--- config.mk ---
export PLATFORM = sky130hd
export DESIGN_NAME = text_render_flat
export DESIGN_NICKNAME = d
export VERILOG_FILES = /design/src/rtl/text_render_if.sv /design/src/rtl/text_render.sv /design/src/flat_wrapper.sv
export SDC_FILE = /design/constraint.sdc
export NUM_CORES = 1
export LEC_CHECK = 0
export ABC_AREA = 1
export BUFFER_PORTS_ARGS = -buffer_cell sky130_fd_sc_hd__buf_4
export CORE_UTILIZATION = 35
export DETAILED_ROUTE_END_ITERATION = 12
export PLACE_DENSITY = 0.57
export SETUP_SLACK_MARGIN = 0.15
export SYNTH_ARGS = -nofsm -noshare
export SYNTH_HDL_FRONTEND = slang
export SYNTH_SLANG_ARGS = --single-unit
--- constraint.sdc ---
create_clock -name sys_clk -period 1.8 [get_ports sys_clk]
set_input_delay 0.36 -clock sys_clk [delete_from_list [all_inputs] [get_ports sys_clk]]
set_output_delay 0.36 -clock sys_clk [all_outputs]
set_load 0.02 [all_outputs]
--- src/rtl/text_render_if.sv ---
// Character load stream into text_render.
// master drives char_valid/char_data/char_last; slave returns char_ready.
interface text_render_if;
  logic       char_valid;
  logic [4:0] char_data;
  logic       char_last;
  logic       char_ready;

  modport master (
    output char_valid,
    output char_data,
    output char_last,
    input  char_ready
  );

  modport slave (
    input  char_valid,
    input  char_data,
    input  char_last,
    output char_ready
  );
endinterface

--- src/rtl/text_render.sv ---
// One-line text overlay: 16-slot message buffer, 2-stage pixel pipeline.
// Ports: sys_clk, sys_rst_n (sync, active-low), pix_x/pix_y/pix_valid
// scan position, load_start, chr (text_render_if.slave char stream),
// letter_i/x/y glyph lookup out, letter_o glyph bit in, text_pix,
// text_valid. Optional blink: define TEXT_BLINK_EN.
module text_render #(
  parameter logic [9:0] ORIGIN_X     = 10'd256,
  parameter logic [9:0] ORIGIN_Y     = 10'd232,
  parameter logic [5:0] BLINK_FRAMES = 6'd30
) (
  input  logic       sys_clk,
  input  logic       sys_rst_n,
  input  logic [9:0] pix_x,
  input  logic [9:0] pix_y,
  input  logic       pix_valid,
  input  logic       load_start,
  text_render_if.slave chr,
  output logic [4:0] letter_i,
  output logic [3:0] letter_x,
  output logic [3:0] letter_y,
  input  logic       letter_o,
  output logic       text_pix,
  output logic       text_valid
);

  typedef enum logic [1:0] {
    IDLE,
    LOAD,
    SHOW
  } state_t;

  state_t     state;
  state_t     state_nxt;
  logic [3:0] ptr;
  logic [3:0] ptr_nxt;
  logic [4:0] len;
  logic [4:0] len_nxt;
  logic       wr_en;
  logic       accept;
  logic [4:0] msg [16];

  logic       visible;

  assign chr.char_ready = (state == LOAD);
  assign accept = chr.char_valid && (state == LOAD);

  // A load_start always wins over a same-cycle character.
  always_comb begin
    state_nxt = state;
    ptr_nxt   = ptr;
    len_nxt   = len;
    wr_en     = 1'b0;
    unique case (state)
      IDLE: begin
        if (load_start) begin
          state_nxt = LOAD;
          ptr_nxt   = 4'd0;
          len_nxt   = 5'd0;
        end
      end
      LOAD: begin
        if (load_start) begin
          ptr_nxt = 4'd0;
          len_nxt = 5'd0;
        end else if (accept) begin
          wr_en   = 1'b1;
          ptr_nxt = ptr + 4'd1;
          if (chr.char_last || ptr == 4'd15) begin
            state_nxt = SHOW;
            len_nxt   = {1'b0, ptr} + 5'd1;
          end
        end
      end
      SHOW: begin
        if (load_start) begin
          state_nxt = LOAD;
          ptr_nxt   = 4'd0;
          len_nxt   = 5'd0;
        end
      end
      default: begin
        state_nxt = IDLE;
      end
    endcase
  end

  always_ff @(posedge sys_clk) begin
    if (!sys_rst_n) begin
      state <= IDLE;
      ptr   <= 4'd0;
      len   <= 5'd0;
    end else begin
      state <= state_nxt;
      ptr   <= ptr_nxt;
      len   <= len_nxt;
    end
  end

  // Buffer contents are left alone by reset; len alone gates them.
  always_ff @(posedge sys_clk) begin
    if (sys_rst_n && wr_en) begin
      msg[ptr] <= chr.char_data;
    end
  end

  // Stage 1: box test and glyph addressing.
  logic [9:0] dx;
  logic [9:0] dy;
  logic [9:0] span;
  logic       in_box;
  logic       in_box_d;
  logic       valid_d1;

  assign dx   = pix_x - ORIGIN_X;
  assign dy   = pix_y - ORIGIN_Y;
  assign span = {1'b0, len, 4'b0000};

  // dx < span <= 256 keeps dx[7:4] a valid slot index.
  assign in_box = pix_valid
               && (pix_x >= ORIGIN_X)
               && (dx < span)
               && (pix_y >= ORIGIN_Y)
               && (dy < 10'd16);

  always_ff @(posedge sys_clk) begin
    if (!sys_rst_n) begin
      letter_i <= 5'd0;
      letter_x <= 4'd0;
      letter_y <= 4'd0;
      in_box_d <= 1'b0;
      valid_d1 <= 1'b0;
    end else begin
      in_box_d <= in_box;
      valid_d1 <= pix_valid;
      if (in_box) begin
        letter_i <= msg[dx[7:4]];
        letter_x <= dx[3:0];
        letter_y <= dy[3:0];
      end
    end
  end

  // Stage 2: codes 26-31 render as blank.
  always_ff @(posedge sys_clk) begin
    if (!sys_rst_n) begin
      text_pix   <= 1'b0;
      text_valid <= 1'b0;
    end else begin
      text_pix   <= letter_o
                 && in_box_d
                 && (state == SHOW)
                 && (letter_i < 5'd26)
                 && visible;
      text_valid <= valid_d1;
    end
  end

`ifdef TEXT_BLINK_EN
  logic [5:0] frame_cnt;
  logic       frame_start;

  assign frame_start = pix_valid
                    && (pix_x == 10'd0)
                    && (pix_y == 10'd0);

  always_ff @(posedge sys_clk) begin
    if (!sys_rst_n) begin
      frame_cnt <= 6'd0;
      visible   <= 1'b1;
    end else if (frame_start) begin
      if (frame_cnt == BLINK_FRAMES - 6'd1) begin
        frame_cnt <= 6'd0;
        visible   <= ~visible;
      end else begin
        frame_cnt <= frame_cnt + 6'd1;
      end
    end
  end
`else
  logic unused_blink;

  assign visible      = 1'b1;
  assign unused_blink = ^BLINK_FRAMES;
`endif

endmodule

--- src/flat_wrapper.sv ---
// flat-port wrapper written by rule: the top's interface ports become plain ports
module text_render_flat 
#(
  parameter logic [9:0] ORIGIN_X     = 10'd256,
  parameter logic [9:0] ORIGIN_Y     = 10'd232,
  parameter logic [5:0] BLINK_FRAMES = 6'd30
)
  (sys_clk, sys_rst_n, pix_x, pix_y, pix_valid, load_start, letter_i, letter_x, letter_y, letter_o, text_pix, text_valid, chr_char_valid, chr_char_data, chr_char_last, chr_char_ready);
  text_render_if chr_i ();
  input  logic sys_clk;
  input  logic sys_rst_n;
  input  logic [9:0] pix_x;
  input  logic [9:0] pix_y;
  input  logic pix_valid;
  input  logic load_start;
  output logic [4:0] letter_i;
  output logic [3:0] letter_x;
  output logic [3:0] letter_y;
  input  logic letter_o;
  output logic text_pix;
  output logic text_valid;
  input wire logic [$bits(chr_i.char_valid)-1:0] chr_char_valid;
  input wire logic [$bits(chr_i.char_data)-1:0] chr_char_data;
  input wire logic [$bits(chr_i.char_last)-1:0] chr_char_last;
  output wire logic [$bits(chr_i.char_ready)-1:0] chr_char_ready;
  assign chr_i.char_valid = chr_char_valid;
  assign chr_i.char_data = chr_char_data;
  assign chr_i.char_last = chr_char_last;
  assign chr_char_ready = chr_i.char_ready;
  text_render #(.ORIGIN_X(ORIGIN_X), .ORIGIN_Y(ORIGIN_Y), .BLINK_FRAMES(BLINK_FRAMES)) u_core (.sys_clk(sys_clk), .sys_rst_n(sys_rst_n), .pix_x(pix_x), .pix_y(pix_y), .pix_valid(pix_valid), .load_start(load_start), .chr(chr_i), .letter_i(letter_i), .letter_x(letter_x), .letter_y(letter_y), .letter_o(letter_o), .text_pix(text_pix), .text_valid(text_valid));
endmodule
==> results of run 1 <==
==> synth_stat cells, drive strengths merged <==
cell / instances / area, um^2
ha: 10 / 125.1
a21oi: 18 / 90.09
o21bai: 1 / 7.510
clkbuf: 10 / 37.54
nand2: 82 / 312.8
a211oi: 2 / 15.01
o211ai: 5 / 37.54
nor3: 2 / 10.01
nand4: 10 / 62.56
edfxtp: 80 / 2402
nor4: 1 / 12.51
nand3: 37 / 190.2
dfxtp: 28 / 560.5
nor2: 114 / 459.2
buf: 6 / 46.29
inv: 64 / 240.2
clkinv: 3 / 12.51
nand3b: 1 / 7.510
o21ai: 44 / 220.2
==> worst min-delay path by stage <==
stage,from,endpoint,slack [ns],cells past startpoint
after global placement,u_core.valid_d1,u_core.text_valid,0.40,2
after global routing,pix_valid,u_core.valid_d1,0.23,3
after detailed placement,u_core.valid_d1,u_core.text_valid,0.41,2
after floorplan,u_core.valid_d1,u_core.text_valid,0.39,2
final,pix_valid,u_core.valid_d1,0.22,3
after CTS,pix_valid,u_core.valid_d1,0.20,3
==> metal layers <==
metal / vias up / routed length (um)
li1: 1879 / -
met1: 1722 / 4825
met2: 50 / 5469
met3: 13 / 373
met4: 0 / 211
met5: - / 0
==> metrics by stage <==
stage	total power, W	setup WS [ns]
global route	0.005451	0.08429
detailed placement	0.003261	-0.09653
global placement	0.003252	0.0008937
finish	0.005230	0.2479
CTS	0.005284	0.1480
floorplan	0.003039	0.1556
==> critical path, delay by kind of cell, from the launching register on <==
kind	cells	cell delay (ns)
simple gates	9	0.87
fa+ha+maj	1	0.25
buf+inv	1	0.04
flops	1	0.33
==> cell type report <==
cell class	instances	share of cell area (%)
Clock buffer	10	3.699
Clock inverter	6	1.152
Inverter	67	4.083
Multi-Input combinational cell	327	28.38
Sequential cell	108	48.13
Tap cell	176	3.558
Timing Repair Buffer	85	11.00
==> timing repair <==
item | in CTS | in global routing
pin swaps | 8 | 9
buffers inserted | 5 | 2
setup endpoints to repair | 88 | 98
resized for setup | 32 | 24
==> where the power goes <==
part | switching (W) | internal [W] | leakage (nW) | total [W]
sequential | 0.0000195 | 0.00269 | 0.950 | 0.00271
combinational | 0.000332 | 0.000217 | 1.41 | 0.000549
clock | 0.000877 | 0.00109 | 0.145 | 0.00197
total | 0.00123 | 0.00400 | 2.50 | 0.00523
==> state kept, by name, indices dropped and copies added, names as in the netlist <==
signal,cells
u_core.letter_x,4
u_core.msg,80
u_core.letter_i,5
u_core.valid_d1,1
u_core.len,5
u_core.ptr,4
u_core.text_pix,1
u_core.state,2
u_core.in_box_d,1
u_core.letter_y,4
u_core.text_valid,1
==> cell families after synthesis <==
logic type                 Yosys count  share of synthesized area (%)
AOI/OAI and AO/OA                   70                          7.637
DFF                                108                          61.09
adders and majority gates           10                          2.580
buffers and inverters               83                          6.940
and+or+nand+nor                    247                          21.75
==> cell usage in the layout, fill, tap and decap left out, types with 2 or more instances in the layout <==
| cell type | count |
|---|---|
| nor2_2 | 6 |
| ha_4 | 3 |
| nand2_1 | 74 |
| nand2_4 | 2 |
| nand3_1 | 36 |
| a211oi_1 | 2 |
| o211ai_1 | 5 |
| buf_6 | 6 |
| o21ai_0 | 42 |
| ha_1 | 7 |
| dfxtp_1 | 21 |
| buf_4 | 77 |
| nand4_1 | 10 |
| clkinv_2 | 2 |
| o21ai_1 | 2 |
| dfxtp_2 | 4 |
| inv_1 | 56 |
| a21oi_1 | 17 |
| nand2_2 | 6 |
| nor2_1 | 92 |
| edfxtp_1 | 80 |
| nor2_4 | 15 |
| inv_2 | 8 |
| nor3_1 | 2 |
| dfxtp_4 | 3 |
| clkbuf_16 | 9 |
| clkinv_1 | 2 |
==> run metrics, run 1 <==
status finished clean; Max Freq 644.3 MHz; Worst-Skew Late Latency 0.34 ns; Yosys cell types 28; CTS tree done; Hold WS 0.2213 ns; Setup Crit Path Kind reg2reg; Die Footprint 14330 um^2; most frequent CP cell nand2_1; maxcap violations 0; CTS Sinks approximately 110; Die X roughly 120 um; Worst Setup EP u_core.letter_y[0]; CTS max path bufs 2; met1 Usage GRT 19.99%; synthesized area 4850 um^2; GRT Total Usage 16.01%; Data arrival, critical path 1.83 ns; Leak 2.505 nW; post-synthesis cell count 518; number of synthesized register bits 108; Final Hold Viols 0; reg2reg path depth 11; # rows 42; fin crit period 1.552 ns; period utilization 86.23%; RR Endpoint u_core.letter_y[0]; Least-Margin Pin Slew approximately 0.36 ns; Die H 119.7 um; Synthesized Nets 560; RSZ-0062 raised after global routing true; largest net degree at the start of global routing 27; antenna viol nets, final 0; initial antenna violation count 0; # diodes 0; Seq. cell area 2979 um^2; crit path max fanout 8; Slew HR approximately three quarters; critical path required time 2.08 ns; Worst Setup SP u_core.len[1]; flop-to-flop setup slack 0.25 ns; Final Non-Filler Cells between 700 and 800; post-DP HPWL 7.627 mm; Hold WC Path Type in2reg; fill cell count 1250; final instance area 6190 um^2; crit-path cells inv_1 > ha_1 > nand2_1 > nand2_1 > nand2_1 > nand2_2 > nor2_8 > nand2_4 > nor2_4 > nor2_1 > nor2_1; CTS HTree Levels 3; post-placement cell area 5630 um^2; sequential share of the synthesized area 61.09%; GRT met2 Usage 26.63%; area grow syn2layout 27.63%; final setup violation count 0; Num CTS Buffers 9; Max IR drop VDD 551.5 uV; Critical Path Sink Type flop; DRT iter0 DRCs roughly 150; met3 GRT Util about 4.5%; Routed WL per cell approximately 14 um; fin util a little under half; I/O pin total 48; Root Driver clkbuf_16; clk_skew approximately 0.0052 ns; Congestion Overflow GR 0; number of port buffers 47; critical path's slowest cell dfxtp_2; clock-pin slew on the worst setup and hold paths 0.07 ns; Syn. warnings 0; Routed Wire Length 10.88 mm; Top Usage Layer GRT met2; via count ~3700; DP Cell Count 756; drt drc 0; worst r2r src u_core.len[1]; GPL Wtd Cong 0.8537; layout cells sized above 1 approximately a quarter; nets@finish 640; multi-input combinational cell area around 1800 um^2; initial core utilization 36.19%; routed vias/inst 4.703; Avg Cell Area, Syn 9.362 um^2; Final Max Slew Viols 0; first-pass GRT wire length 17.24 mm; power density cells 845.0 nW/um^2; Worst path max stage delay around 0.33 ns; vias in the first global route 3376; first drt pass iteration count 4; CP Launch Type flop; setup TNS 0 ns; Core ar. between 10000 and 15000 um^2; hold_buf cts 0
Note: power is estimated with default switching activity, not from simulation.
==> run 2, diff against run 1 <==
--- a/config.mk
+++ b/config.mk
@@ -11,2 +11,3 @@
 export DETAILED_ROUTE_END_ITERATION = 12
+export GPL_TIMING_DRIVEN = 0
 export PLACE_DENSITY = 0.57
--- a/constraint.sdc
+++ b/constraint.sdc
@@ -3,2 +3,2 @@
 set_output_delay 0.36 -clock sys_clk [all_outputs]
-set_load 0.02 [all_outputs]
+set_load 0.05 [all_outputs]
==> run metrics, run 2 (synthesized netlist as in run 1, its figures left out) <==
Hold WS 0.2131 ns; first drt pass iteration count 5; Largest register FFs 80; worst r2r src u_core.len[2]; WL met1 5.075 mm; GPL Wtd Cong 0.8241; power share of the combinational group 10.8%; Largest Register u_core.msg; Num CTS Buffers 9; fill cell count around 1300; first-pass GRT wire length ~19 mm; CTS HTree Levels 3; met2 WL 5.899 mm; Least-Margin Pin Slew 0.5397 ns; Critical Path Sink Type flop; CTS tree done; Slew HR 64.02%; Data arrival, critical path 1.85 ns; Worst-Skew Late Latency 0.35 ns; antenna viol nets, final 0; min-delay src pix_valid; routed vias/inst 4.846; internal power around 0.004 W; DR top layer met4; met3 routed WL 590 um; Die X between 100 and 150 um; clock-pin slew on the worst setup and hold paths 0.07 ns; layout cells sized above 1 26.05%; final instance area 6186 um^2; Routed Wire Length 11.74 mm; largest registers u_core.msg (80), u_core.len (5), u_core.letter_i (5); most common cell after layout, fill and taps aside nor2_1; Final Worst Setup Slack approximately 0.24 ns; Buf/Inv on CP 3; # diodes 0; crit-path cells inv_1 > ha_1 > nand2_1 > nor2_2 > nand2_2 > nand2_4 > nor2_8 > nand3_4 > buf_6 > buf_4 > nor2_2; crit path max fanout 5; post-placement cell area 5500 um^2; Root Driver clkbuf_16; initial antenna violation count 0; # rows 42; Setup Crit Path Kind reg2reg; hold_buf cts 0; Crit path max-delay family simple AND/OR/NAND/NOR gates; period utilization between 80% and 90%; clk_skew 0.005472 ns; DRT iter0 DRCs 243; Leak 2.435 nW; final setup violation count 0; Final Hold Viols 0; number of port buffers 46; area grow syn2layout 27.55%; Hold WC Path Type in2reg; I/O pin total 48; Seq pwr share 51.4%; Die H 119.7 um; Max IR drop VDD 427.0 uV; Psw 0.001298 W; Core ar. between 10000 and 15000 um^2; status finished clean; Worst path max stage delay approximately 0.31 ns; fin crit period 1.562 ns; CTS Sinks about 110; power density cells 853.6 nW/um^2; post-DP HPWL 8.091 mm; dpl ws -0.2000 ns; nets@finish around 630; Max Freq 640.0 MHz; Final Max Slew Viols 0; sw frac 24.58%; vias in the first global route 3592; Congestion Overflow GR 0; GRT Total Usage about 17%; initial core utilization between 30 and 40%; critical path required time 2.09 ns; via count ~3700; RSZ-0062 raised after global routing true; CP Launch Type flop; drt drc 0; commonest non-fill, non-tap cells in the layout 83 x nor2_1, 80 x edfxtp_1, 66 x nand2_1; fin util 46.16%; most frequent CP cell nor2_2; Die Footprint 14330 um^2; clock network power share 37.9%; Routed WL per cell 15.22 um; critical path's slowest cell dfxtp_1; CTS max path bufs 2; largest net degree at the start of global routing 19; Worst Setup SP u_core.len[2]; maxcap violations 0
==> run 2: worst paths after layout <==
check	slack, ns	endpoint	depth (start not counted)
max	0.24	u_core.in_box_d	11
min	0.21	u_core.valid_d1	3
max reg2reg	0.24	u_core.in_box_d	11
min reg2reg	0.43	u_core.text_valid	2
==> run 2: per-layer routing <==
layer | track usage, % | vias up
met5 | 0 | -
met1 | 22.05 | 1774
met3 | 3.707 | 10
met2 | 28.58 | 88
li1 | - | 1864
met4 | 7.422 | 0
==> run 2: what timing repair did <==
action	CTS	global route
resized for setup	39	37
endpoints found under the hold margin	0	0
cloned	1	0
endpoints found under the setup margin	94	100
buffers inserted	8	6
pin swaps	27	23
==> run 2: final cells by class <==
type | count | area [um^2] | area share (%)
Buffer | 16 | 87.58 | 1.416
Clock buffer | 9 | 225.2 | 3.641
Clock inverter | 7 | 75.07 | 1.214
Inverter | 67 | 259.0 | 4.187
Multi-Input combinational cell | 327 | 1874 | 30.30
Sequential cell | 108 | 2979 | 48.16
Tap cell | 176 | 220.2 | 3.560
Timing Repair Buffer | 61 | 465.4 | 7.524
==> run 2: stage by stage <==
stage / TNS, ns / total power [W] / std cells
2_1_floorplan: 0 / 0.003056 / 518
3_3_place_gp: -8.099 / 0.003241 / 740
3_5_place_dp: -9.500 / 0.003250 / 740
4_1_cts: 0 / 0.005293 / 765
5_1_grt: 0 / 0.005481 / 771
6_report: 0 / 0.005281 / 771
==> run 2: power groups by stage <==
stage	clock network [W]	registers, W	logic, W
after floorplan	0	0.00277	0.000289
after global placement	0	0.00276	0.000478
after detailed placement	0	0.00276	0.000485
after CTS	0.00205	0.00271	0.000538
after global routing	0.00214	0.00272	0.000629
final	0.00200	0.00271	0.000568
==> run 2: tightest hold or removal path: stages <==
cell     delay (ns)
buf_4          0.08
nand2_1        0.04
inv_1          0.04
